--- config.mk ---
export PLATFORM = sky130hd
export DESIGN_NAME = pipe_ctrl
export DESIGN_NICKNAME = d
export VERILOG_FILES = /design/src/rtl/pipe_ctrl.sv
export SDC_FILE = /design/constraint.sdc
export NUM_CORES = 1
export LEC_CHECK = 0
export ABC_AREA = 0
export CAP_MARGIN = 5
export CORE_ASPECT_RATIO = 1.75
export CORE_MARGIN = 4
export CORE_UTILIZATION = 51
export DETAILED_ROUTE_END_ITERATION = 12
export DONT_BUFFER_PORTS = 1
export PLACE_DENSITY = 0.73
export SYNTH_ARGS = -nofsm -noshare
export SYNTH_HDL_FRONTEND = slang
export SYNTH_SLANG_ARGS = --single-unit
--- constraint.sdc ---
create_clock -name clk -period 7.2 [get_ports clk]
set_input_delay 0.36 -clock clk [delete_from_list [all_inputs] [get_ports clk]]
set_output_delay 0.36 -clock clk [all_outputs]
set_load 0.03 [all_outputs]
--- src/rtl/pipe_ctrl.sv ---
// Pipeline stall/flush controller: level-based stall mask, registered flush pulse, stall timeout.
// Optional performance counters are enabled with macro PIPE_CTRL_PERF_EN.
module pipe_ctrl #(
    parameter int STAGES    = 6,
    parameter int NREQ      = 4,
    parameter int LVL_W     = 3,
    parameter int FLUSH_CYC = 2,
    parameter int TMO_CYC   = 1024,
    parameter int CNT_W     = 32
) (
    input  logic                   clk,
    input  logic                   rst,
    input  logic [NREQ-1:0]        stall_req,
    input  logic [NREQ*LVL_W-1:0]  req_level,
    input  logic                   flush_req,
    output logic [STAGES-1:0]      stall,
    output logic                   flush,
    output logic                   busy,
    output logic                   stall_tmo,
    output logic [CNT_W-1:0]       stall_cycles,
    output logic [CNT_W-1:0]       flush_count
);

    localparam int TW = $clog2(TMO_CYC + 1);

    typedef enum logic [1:0] {
        RUN   = 2'd0,
        STALL = 2'd1,
        FLUSH = 2'd2
    } state_t;

    state_t            state;
    state_t            state_nx;
    logic [3:0]        fcnt;
    logic [TW-1:0]     scnt;
    logic              tmo_hit;
    logic [LVL_W-1:0]  lvl;
    logic              any_req;
    logic [STAGES-1:0] mask;

    // Deepest requested stage among active requesters, clamped to the last stage.
    always_comb begin
        lvl     = '0;
        any_req = 1'b0;
        for (int unsigned i = 0; i < NREQ; i++) begin
            if (stall_req[i]) begin
                any_req = 1'b1;
                if (req_level[i*LVL_W +: LVL_W] > lvl)
                    lvl = req_level[i*LVL_W +: LVL_W];
            end
        end
        if (32'(lvl) >= 32'(STAGES))
            lvl = LVL_W'(STAGES - 1);
        mask = '0;
        for (int unsigned k = 0; k < STAGES; k++)
            mask[k] = any_req && (32'(lvl) >= k);
    end

    // Mask is combinational; reset and FLUSH both force it low.
    assign stall = (rst && (state != FLUSH)) ? mask : '0;
    assign flush = (state == FLUSH);
    assign busy  = (state != RUN);

    always_comb begin
        state_nx = state;
        if (flush_req) begin
            state_nx = FLUSH;
        end else begin
            case (state)
                RUN:     if (any_req) state_nx = STALL;
                STALL:   if (!any_req) state_nx = RUN;
                FLUSH:   if (fcnt == 4'd0) state_nx = RUN;
                default: state_nx = RUN;
            endcase
        end
    end

    assign tmo_hit = (state == STALL) && (state_nx == STALL) && (scnt == TW'(TMO_CYC - 1));

    always_ff @(posedge clk or negedge rst) begin
        if (!rst) begin
            state     <= RUN;
            fcnt      <= '0;
            scnt      <= '0;
            stall_tmo <= 1'b0;
        end else begin
            state <= state_nx;

            if (flush_req)
                fcnt <= 4'(FLUSH_CYC - 1);
            else if ((state == FLUSH) && (fcnt != 4'd0))
                fcnt <= fcnt - 4'd1;

            // Consecutive-stall count clears on any exit from STALL and saturates at TMO_CYC.
            if (state_nx != STALL)
                scnt <= '0;
            else if ((state == STALL) && (scnt != TW'(TMO_CYC)))
                scnt <= scnt + TW'(1);

            if (flush_req)
                stall_tmo <= 1'b0;
            else if (tmo_hit)
                stall_tmo <= 1'b1;
        end
    end

`ifdef PIPE_CTRL_PERF_EN
    logic [CNT_W-1:0] sc_q;
    logic [CNT_W-1:0] fc_q;

    always_ff @(posedge clk or negedge rst) begin
        if (!rst) begin
            sc_q <= '0;
            fc_q <= '0;
        end else begin
            if (|stall)
                sc_q <= sc_q + CNT_W'(1);
            if (flush_req)
                fc_q <= fc_q + CNT_W'(1);
        end
    end

    assign stall_cycles = sc_q;
    assign flush_count  = fc_q;
`else
    assign stall_cycles = '0;
    assign flush_count  = '0;
`endif

endmodule
==> flow_metrics.env, run 1 <==
export IMPL_whs_path_depth=1
export IMPL_synth_compound_area_frac=0.1292
export IMPL_grt_use_total=0.1370
export IMPL_max_stage_delay_ns=0.62
export IMPL_syn_to_final_growth_pct=-7.497
export IMPL_power_leakage_nw=0.8479
export IMPL_vias=1285
export IMPL_yosysWarnings=0
export IMPL_die_w_um=53.77
export IMPL_grt_pass1_vias=1207
export IMPL_synth_top_family_by_area="buffers and inverters"
export IMPL_synthXorXnorAreaFrac=0.04685
export IMPL_path_cells="nand2_1, ha_1, nor2b_4, o31a_1, a21o_1, and2_2, ha_1, nor2b_1, o31ai_2, nor3_1, a21o_1, ha_1, nor2b_1, o31ai_1, nor2_1, a211oi_1, nor2_1, a31oi_1"
export IMPL_grt_max_degree=19
export IMPL_hold_ws_ns=0.1697
export IMPL_synth_mux_area_frac=0.01673
export IMPL_drv_slew=0
export IMPL_end_kind="primary output"
export IMPL_min_from="flush_req"
export IMPL_insertion_delay_ns=0.25
export IMPL_arrival_ns=4.53
export IMPL_avgSynthCellArea_um2=8.382
export IMPL_syn_inst=223
export IMPL_drive_gt1_frac=0.07111
export IMPL_crit_top_cell="ha_1"
export IMPL_min_path_type="primary input to flop"
export IMPL_postRouteAntennaNets=0
export IMPL_cts_clk_slew_worst_paths_ns=0.06
export IMPL_finalWirelength_mm=3.299
export IMPL_reg2reg_depth=6
export IMPL_slew_limit_headroom=0.4812
export IMPL_io_pins=92
export IMPL_synth_cell_area_um2=1869
export IMPL_cts_tree="built"
export IMPL_grt_pass1_wl_mm=4.926
export IMPL_rsz0062_at_grt="no"
export IMPL_setup_violations=0
export IMPL_fp_dieH_um=88.09
export IMPL_post_drt_wl_per_cell_um=12.22
export IMPL_coreArea_um2=3468
export IMPL_crit_family="compound AO/OA/AOI/OAI gates"
export IMPL_critPathKind="primary input to primary output"
export IMPL_worst_ep_required_time_ns=6.84
export IMPL_status="finished clean"
export IMPL_cts_num_sinks=18
export IMPL_finalSetupTns_ns=0
export IMPL_layout_min_cycle_time_ns=4.887
export IMPL_synthAdderAreaFrac=0.08701
export IMPL_h_tree_depth=1
export IMPL_hold_violations=0
export IMPL_grt_antenna_before_repair=0
export IMPL_synth_async_reset_ratio=1.000
export IMPL_cap_violations=0
export IMPL_synth_simple_gate_area_frac=0.1901
export IMPL_place_hpwl_mm=2.844
export IMPL_grt_ovfl_total=0
export IMPL_worstPathBufferInverterCount=0
export IMPL_final_net_count=259
export IMPL_ff_latch_area_um2=450.4
export IMPL_start_util=0.5390
export IMPL_holdPathEnd="fcnt[3]"
export IMPL_antenna_cells=0
export IMPL_powerDensity_nw_per_um2=220.8
export IMPL_finClkSkew_ns=0.003728
export IMPL_postCtsSetupBuffers=0
export IMPL_gp_congestion=0.8284
export IMPL_synth_ff_type="dfrtp_1"
export IMPL_regToRegSetupSlack_ns=5.37
export IMPL_reg2reg_from="scnt[0]"
export IMPL_rr_endpoint="scnt[6]"
export IMPL_first_pass_iters=4
export IMPL_crit_fanout=3
export IMPL_fmax_ghz=0.2046
export IMPL_first_iter_violations=11
export IMPL_vias_per_cell=4.759
export IMPL_nFillCells=346
export IMPL_synth_seq_cells=18
export IMPL_max_clock_path_buffers=2
export IMPL_cts_buffers=3
export IMPL_multi_input_area_um2=1119
export IMPL_vdd_drop_max_mv=0.1766
export IMPL_synth_distinct_cells=43
export IMPL_slowest_stage="a31oi_1"
export IMPL_tightest_slew_ns=0.7756
export IMPL_ys_seq_area_frac=0.2410
export IMPL_synth_enable_flop_cells=0
export IMPL_portBuffers=0
export IMPL_rows=28
export IMPL_drc=0
export IMPL_dieArea_um2=4736
export IMPL_start_kind="primary input"
export IMPL_post_route_period_util=0.6787
export IMPL_cts_root_buf="clkbuf_8"
==> timing repair <==
| item | CTS | global route |
|---|---|---|
| hold buffers | 1 | 0 |
| endpoints found under the hold margin | 18 | 0 |
| resized for setup | 0 | 0 |
==> synth_stat cells (all sizes together), types with 2 or more instances <==
cell    count  area (um2)
buf        64       480.5
nor2       19       73.82
nor4        4       25.02
o31a        2       17.52
nor3        4       20.02
nand2      10       37.54
a31oi       2       12.51
xor2        4       35.03
nand3       4       25.02
nand4       2       12.51
and2        4       26.28
a21o        2       15.01
a21oi       8       40.04
a211oi      3       27.52
o21ai       4       20.01
inv        14       52.55
and3        5       32.53
nor2b       5       38.78
nand2b      3       18.77
mux2i       2       20.02
o21a        3       22.52
o31ai       4       40.03
or3         4       25.02
ha         13       162.7
dfrtp      18       450.4
xnor2       6       52.55
or2         2       12.51
==> cells by family after synthesis <==
kind of cell / count (synthesis)
DFF: 18
AOI/OAI and AO/OA: 32
buffers and inverters: 79
muxes: 3
xor gates and xnor gates: 10
and+or+nand+nor: 67
other: 1
adders and majority gates: 13
==> layout make-up <==
| type | count | area share |
|---|---|---|
| timing repair buffer | 1 | 0.005789 |
| sequential | 18 | 0.2605 |
| multi-input combinational | 189 | 0.6469 |
| clock buffer | 3 | 0.02388 |
| inverter | 14 | 0.03039 |
| tap | 45 | 0.03256 |
==> cell usage in the layout, fill, tap and decap left out, types with 2 or more instances in the layout <==
cell type	synthesis	layout
a211oi_1	2	2
a21o_1	2	2
a21oi_1	8	8
a31oi_1	2	2
and2_1	3	3
and3_1	4	4
clkbuf_8	0	3
conb_1	1	64
dfrtp_1	18	18
ha_1	13	13
inv_1	14	14
mux2i_1	2	2
nand2_1	10	10
nand2b_1	3	3
nand3_1	3	3
nand4_1	2	2
nor2_1	18	18
nor2b_1	4	4
nor3_1	4	4
nor4_1	4	4
o21a_1	3	3
o21ai_0	3	3
o31a_1	2	2
o31ai_1	2	2
o31ai_2	2	2
or2_2	2	2
or3_1	4	4
xnor2_1	6	6
xor2_1	4	4
==> sequential cells by signal (all words and copies together) (netlist names) <==
signal	flops
fcnt	4
scnt	11
stall_tmo	1
state	2
==> stage by stage <==
stage / instance area, um2 / worst slack, ns / power (W) / utilization / instances
floorplan: 2106 / 2.682 / 0.0003187 / - / 286
global placement: 1678 / 2.386 / 0.0003121 / 0.4838 / 266
detailed placement: 1678 / 2.301 / 0.0003150 / 0.4838 / 266
CTS: 1729 / 2.305 / 0.0003851 / 0.4986 / 270
global route: 1729 / 2.029 / 0.0004120 / 0.4986 / 270
finish: 1729 / 2.313 / 0.0003818 / 0.4986 / 270
==> per-layer routing <==
| metal | vias up | track usage | routed length (um) |
|---|---|---|---|
| li1 | 629 | - | - |
| met1 | 604 | 0.1369 | 1102 |
| met3 | 2 | 0.02555 | 231 |
| met2 | 50 | 0.2682 | 1944 |
| met4 | 0 | 0.03953 | 21 |
| met5 | - | 0 | 0 |
==> worst max path at each step <==
stage	start	endpoint	slack [ns]	depth (start not counted)
6_report	req_level[1]	stall[1]	2.31	18
5_1_grt	req_level[1]	stall[1]	2.03	18
4_1_cts	req_level[1]	stall[1]	2.30	18
3_5_place_dp	req_level[1]	stall[1]	2.30	18
3_3_place_gp	req_level[1]	stall[1]	2.39	18
2_1_floorplan	req_level[1]	stall[1]	2.68	18
==> report_power, final <==
group / leakage, nW / switching [W] / internal (W)
Clock: 0.0216 / 0.0000287 / 0.0000371
Combinational: 0.584 / 0.000141 / 0.0000508
Sequential: 0.242 / 0.00000984 / 0.000114
Total: 0.848 / 0.000180 / 0.000202
No activity file was read; power rests on OpenSTA's default activity.
==> inputs of run 2 (changes only) <==
- clock period: 7.2 -> 4.5 ns (I/O delays scaled with it)
==> run 2 against run 1 <==
Utilization is 1.6 points higher. Final cell count is 2.2% higher. Hold slack got worse by 0.14 ns. Register-to-register slack lost 2.7 ns. Highest routed layer unchanged.
==> flow_metrics.env, run 2 (synthesis gave the netlist of run 1 again) <==
export IMPL_layout_common_cells="64 x conb_1, 18 x nor2_1, 18 x dfrtp_1"
export IMPL_min_path_type="primary input to flop"
export IMPL_fp_dieH_um=88.09
export IMPL_worst_ep_required_time_ns=4.28
export IMPL_placed_cell_area_um2=1723
export IMPL_start_kind="primary input"
export IMPL_pwr_share_clk=0.173
export IMPL_end_kind="primary output"
export IMPL_path_cells="nand2_1, ha_1, nor2b_4, o31a_1, a21o_1, and2_2, ha_1, nor2b_1, o31ai_2, mux2i_1, ha_1, o21a_1, o31ai_2, nor2_1, a311oi_2, nor2_2, a211oi_2, buf_4"
export IMPL_power_leakage_nw=0.8803
export IMPL_insertion_delay_ns=0.25
export IMPL_critPathKind="primary input to primary output"
export IMPL_sw_frac_of_total=0.4659
export IMPL_cts_tree="built"
export IMPL_gp_congestion=0.7826
export IMPL_drive_gt1_frac=0.1039
export IMPL_grt_ovfl_total=0
export IMPL_post_drt_wl_per_cell_um=12.68
export IMPL_post_route_period_util=0.9661
export IMPL_finClkSkew_ns=0.001680
export IMPL_powerDensity_nw_per_um2=352.5
export IMPL_fin_area_um2=1784
export IMPL_start_util=0.5390
export IMPL_reg_largest_list="scnt (11), fcnt (4), state (2)"
export IMPL_cts_num_sinks=18
export IMPL_crit_top_cell="ha_1"
export IMPL_rsz0062_at_grt="no"
export IMPL_max_stage_delay_ns=0.38
export IMPL_first_iter_violations=23
export IMPL_hold_ws_ns=0.02970
export IMPL_largest_reg_flops=11
export IMPL_drc=0
export IMPL_first_pass_iters=4
export IMPL_tightest_slew_ns=0.7926
export IMPL_critPathLaunch="req_level[1]"
export IMPL_grt_pass1_wl_mm=5.161
export IMPL_p_int_w=0.0003359
export IMPL_regToRegSetupSlack_ns=2.69
export IMPL_p_sw_w=0.0002931
export IMPL_drv_slew=0
export IMPL_finalWirelength_mm=3.499
export IMPL_dieArea_um2=4736
export IMPL_vdd_drop_max_mv=0.2620
export IMPL_rows=28
export IMPL_p_seq_frac=0.316
export IMPL_reg2reg_from="scnt[0]"
export IMPL_layout_min_cycle_time_ns=4.348
export IMPL_finalSetupTns_ns=0
export IMPL_regMostFlops="scnt"
export IMPL_vias_per_cell=4.826
export IMPL_slowest_stage="mux2i_1"
export IMPL_die_w_um=53.77
export IMPL_place_hpwl_mm=2.817
export IMPL_cts_buffers=3
export IMPL_postRouteAntennaNets=0
export IMPL_status="finished clean"
export IMPL_cap_violations=0
export IMPL_syn_to_final_growth_pct=-4.552
export IMPL_max_clock_path_buffers=2
export IMPL_final_common_cell="conb_1"
export IMPL_arrival_ns=4.12
export IMPL_slew_limit_headroom=0.4698
export IMPL_vias=1332
export IMPL_final_net_count=265
export IMPL_p_comb_frac=0.511
export IMPL_min_from="flush_req"
export IMPL_grt_antenna_before_repair=0
export IMPL_portBuffers=0
export IMPL_setup_violations=0
export IMPL_cts_root_buf="clkbuf_8"
export IMPL_antenna_cells=0
export IMPL_io_pins=92
export IMPL_h_tree_depth=1
export IMPL_crit_fanout=3
export IMPL_cts_clk_slew_worst_paths_ns=0.06
export IMPL_grt_pass1_vias=1224
export IMPL_hold_violations=0
export IMPL_grt_max_degree=19
export IMPL_grt_use_total=0.1448
export IMPL_fmax_ghz=0.2300
export IMPL_coreArea_um2=3468
export IMPL_postCtsSetupBuffers=0
[run 2: path summary, 6_finish.rpt]
kind / to / cells after the start
min reg2reg: fcnt[3] / 2
min: fcnt[3] / 1
max reg2reg: scnt[6] / 6
max: stall[5] / 18
min in group asynchronous: scnt[2] / 1
max in group asynchronous: state[0] / 1
[run 2: final cells by class]
type / instances / area [um2]
sequential: 18 / 450.4
timing repair buffer: 7 / 55.05
multi-input combinational: 189 / 1129
inverter: 14 / 52.55
clock buffer: 3 / 41.29
fill: 355 / 1684
tap: 45 / 56.30
[run 2: metrics by stage]
stage | power, W | std cells | setup slack [ns] | utilization
2_1_floorplan | 0.0005099 | 286 | 0.2518 | -
3_3_place_gp | 0.0005131 | 272 | 0.2882 | 0.4968
3_5_place_dp | 0.0005142 | 272 | 0.2040 | 0.4968
4_1_cts | 0.0006284 | 276 | 0.2041 | 0.5115
5_1_grt | 0.0006791 | 276 | 0.0004055 | 0.5144
6_report | 0.0006290 | 276 | 0.1524 | 0.5144
[run 2: layer usage]
layer	global-route usage	up-vias	routed length [um]
li1	-	644	-
met1	0.1403	624	1130
met2	0.2737	57	2002
met3	0.03918	7	310
met4	0.05581	0	56
met5	0	-	0
[run 2: power by group through the flow]
stage | Sequential, W | Combinational, W | Clock, W
5_1_grt | 0.000201 | 0.000355 | 0.000123
2_1_floorplan | 0.000199 | 0.000311 | 0
3_3_place_gp | 0.000202 | 0.000312 | 0
3_5_place_dp | 0.000202 | 0.000312 | 0
6_report | 0.000199 | 0.000321 | 0.000109
4_1_cts | 0.000199 | 0.000318 | 0.000111
[run 2: critical path: cells and delay by family]
kind	cells	cell delay (ns)
AO/OA/AOI/OAI	7	1.61
buffers and inverters	1	0.19
multiplexers	1	0.38
AND/OR/NAND/NOR	6	0.80
adder cells (fa/ha/maj)	3	0.91
[run 2: what timing repair did]
action | 4_1_cts | 5_1_grt
endpoints found under the hold margin | 18 | 0
setup endpoints to repair | 0 | 3
hold buffers | 1 | 0
resized for setup | 0 | 2
==> inputs of run 3 (changes only) <==
- CORE_UTILIZATION: 51 -> 57
- PLACE_DENSITY: 0.73 -> 0.79
==> run 3 against run 2 <==
Flip-flop and latch count unchanged. Critical path depth unchanged. Clock-buffer cell count increased by 1. Global-route usage increased by 1.0 points. First-iteration DRC count decreased by 13%. Routed wire length decreased by 2.9%. Setup slack improved by 0.11 ns. Utilization increased by 6.1 points. Sequential power about the same. Register-to-register slack got worse by 0.02 ns. Largest cell class unchanged. Largest power group unchanged. Highest routed layer unchanged.
==> flow_metrics.env, run 3 (synthesis gave the netlist of run 1 again) <==
export IMPL_reg2reg_from="scnt[0]"
export IMPL_cts_num_sinks=18
export IMPL_rows=27
export IMPL_worstPathBufferInverterCount=3
export IMPL_setup_violations=0
export IMPL_grt_pass1_vias=1284
export IMPL_multi_input_area_um2=1134
export IMPL_max_stage_delay_ns=0.37
export IMPL_pre_cts_ws_ns=0.2339
export IMPL_first_pass_iters=4
export IMPL_gp_congestion=0.8278
export IMPL_io_pins=92
export IMPL_slowest_stage="mux2_2"
export IMPL_cts_buffers=3
export IMPL_ff_latch_area_um2=450.4
export IMPL_h_tree_depth=1
export IMPL_layout_common_cells="64 x conb_1, 18 x nor2_1, 18 x dfrtp_1"
export IMPL_cts_root_buf="clkbuf_8"
export IMPL_final_net_count=266
export IMPL_finClkSkew_ns=0.001514
export IMPL_power_leakage_nw=0.8927
export IMPL_coreArea_um2=3142
export IMPL_whs_path_depth=1
export IMPL_post_route_period_util=0.9427
export IMPL_route_met2_wl_mm=1.966
export IMPL_slew_limit_headroom=0.4650
export IMPL_vias_per_cell=4.801
export IMPL_holdPathEnd="fcnt[3]"
export IMPL_layout_min_cycle_time_ns=4.242
export IMPL_postLayoutCoreUtil=0.5755
export IMPL_place_hpwl_mm=2.756
export IMPL_start_util=0.5950
export IMPL_start_kind="primary input"
export IMPL_cts_clk_slew_worst_paths_ns=0.06
export IMPL_max_clock_path_buffers=2
export IMPL_grt_pass1_wl_mm=5.313
export IMPL_tightest_slew_ns=0.7998
export IMPL_m1WireLength_mm=1.146
export IMPL_path_cells="nand2_1, ha_1, nor2b_4, o31a_1, a21o_1, and2_2, ha_1, nor2b_1, o31ai_2, buf_4, mux2i_1, ha_1, o21a_1, o31ai_2, buf_4, mux2_2, a211oi_2, buf_4"
export IMPL_drive_gt1_frac=0.1159
export IMPL_fp_dieH_um=83.76
export IMPL_vias=1325
export IMPL_crit_fanout=5
export IMPL_drc=0
export IMPL_min_from="flush_req"
export IMPL_arrival_ns=4.02
export IMPL_crit_family="compound AO/OA/AOI/OAI gates"
export IMPL_grt_use_total=0.1549
export IMPL_rr_endpoint="scnt[10]"
export IMPL_cap_violations=0
export IMPL_layout_setup_ws_ns=0.2576
export IMPL_cts_tree="built"
export IMPL_finalWirelength_mm=3.396
export IMPL_dieArea_um2=4296
export IMPL_regMostFlops="scnt"
export IMPL_regToRegSetupSlack_ns=2.67
export IMPL_worst_ep_required_time_ns=4.28
export IMPL_syn_to_final_growth_pct=-3.280
export IMPL_die_w_um=51.29
export IMPL_top_layer_used="met4"
export IMPL_grt_antenna_before_repair=0
export IMPL_reg_largest_list="scnt (11), fcnt (4), state (2)"
export IMPL_vdd_drop_max_mv=0.2606
export IMPL_grt_ovfl_total=0
export IMPL_hold_violations=0
export IMPL_fin_area_um2=1808
export IMPL_antenna_cells=0
export IMPL_nFillCells=297
export IMPL_end_kind="primary output"
export IMPL_placed_cell_area_um2=1720
export IMPL_powerDensity_nw_per_um2=360.5
export IMPL_fmax_ghz=0.2357
export IMPL_largest_reg_flops=11
export IMPL_rsz0062_at_grt="no"
export IMPL_min_path_type="primary input to flop"
export IMPL_met3_wirelength_um=217
export IMPL_portBuffers=0
export IMPL_grt_max_degree=19
export IMPL_reg2reg_depth=6
export IMPL_first_iter_violations=20
export IMPL_status="finished clean"
export IMPL_design_power_total_w=0.0006519
export IMPL_post_drt_wl_per_cell_um=12.30
export IMPL_drv_slew=0
export IMPL_insertion_delay_ns=0.25
export IMPL_finalSetupTns_ns=0
export IMPL_critPathKind="primary input to primary output"
export IMPL_final_common_cell="conb_1"
export IMPL_postRouteAntennaNets=0
run 3: cell types whose count changed in the layout (fill, tap and decap cells not counted):
cell	before	now
buf_4	6	7
clkbuf_8	3	4
nor3_1	4	3
nor3_2	0	1
run 3: layer usage:
metal	vias to the layer above	GRT usage
met4	0	0.05967
met5	-	0
met1	625	0.1511
li1	641	-
met3	8	0.01789
met2	51	0.3090
run 3: how the worst max path moves through the flow:
stage / depth (start not counted) / end / start / slack, ns
final: 18 / stall[5] / req_level[1] / 0.26
after global routing: 18 / stall[5] / req_level[1] / 0.004
after CTS: 18 / stall[5] / req_level[1] / 0.22
after detailed placement: 18 / stall[5] / req_level[1] / 0.23
after global placement: 18 / stall[5] / req_level[1] / 0.30
after floorplan: 18 / stall[1] / req_level[1] / 0.25
run 3: stage by stage:
stage / hold WS (ns) / std cells
after floorplan: -0.07059 / 286
final: 0.03198 / 276
after global placement: -0.07022 / 270
after CTS: 0.02694 / 275
after global routing: 0.02363 / 276
after detailed placement: -0.07028 / 270
run 3: area by class of cell:
| cell class | instances | area share |
|---|---|---|
| Clock buffer | 4 | 0.03045 |
| Inverter | 14 | 0.02907 |
| Timing Repair Buffer | 8 | 0.03460 |
| Tap cell | 43 | 0.02976 |
| Sequential cell | 18 | 0.2491 |
| Multi-Input combinational cell | 189 | 0.6270 |
run 3: timing repair:
item,CTS,global route
gates resized for setup,0,3
hold buffers,1,0
setup endpoints to repair,0,4
endpoints found under the hold margin,18,0
buffers inserted,0,1
run 3: where the power goes:
group	internal, W	leakage, nW	switching (W)
Combinational	0.0000950	0.622	0.000230
Sequential	0.000183	0.242	0.0000157
Clock	0.0000777	0.0288	0.0000510
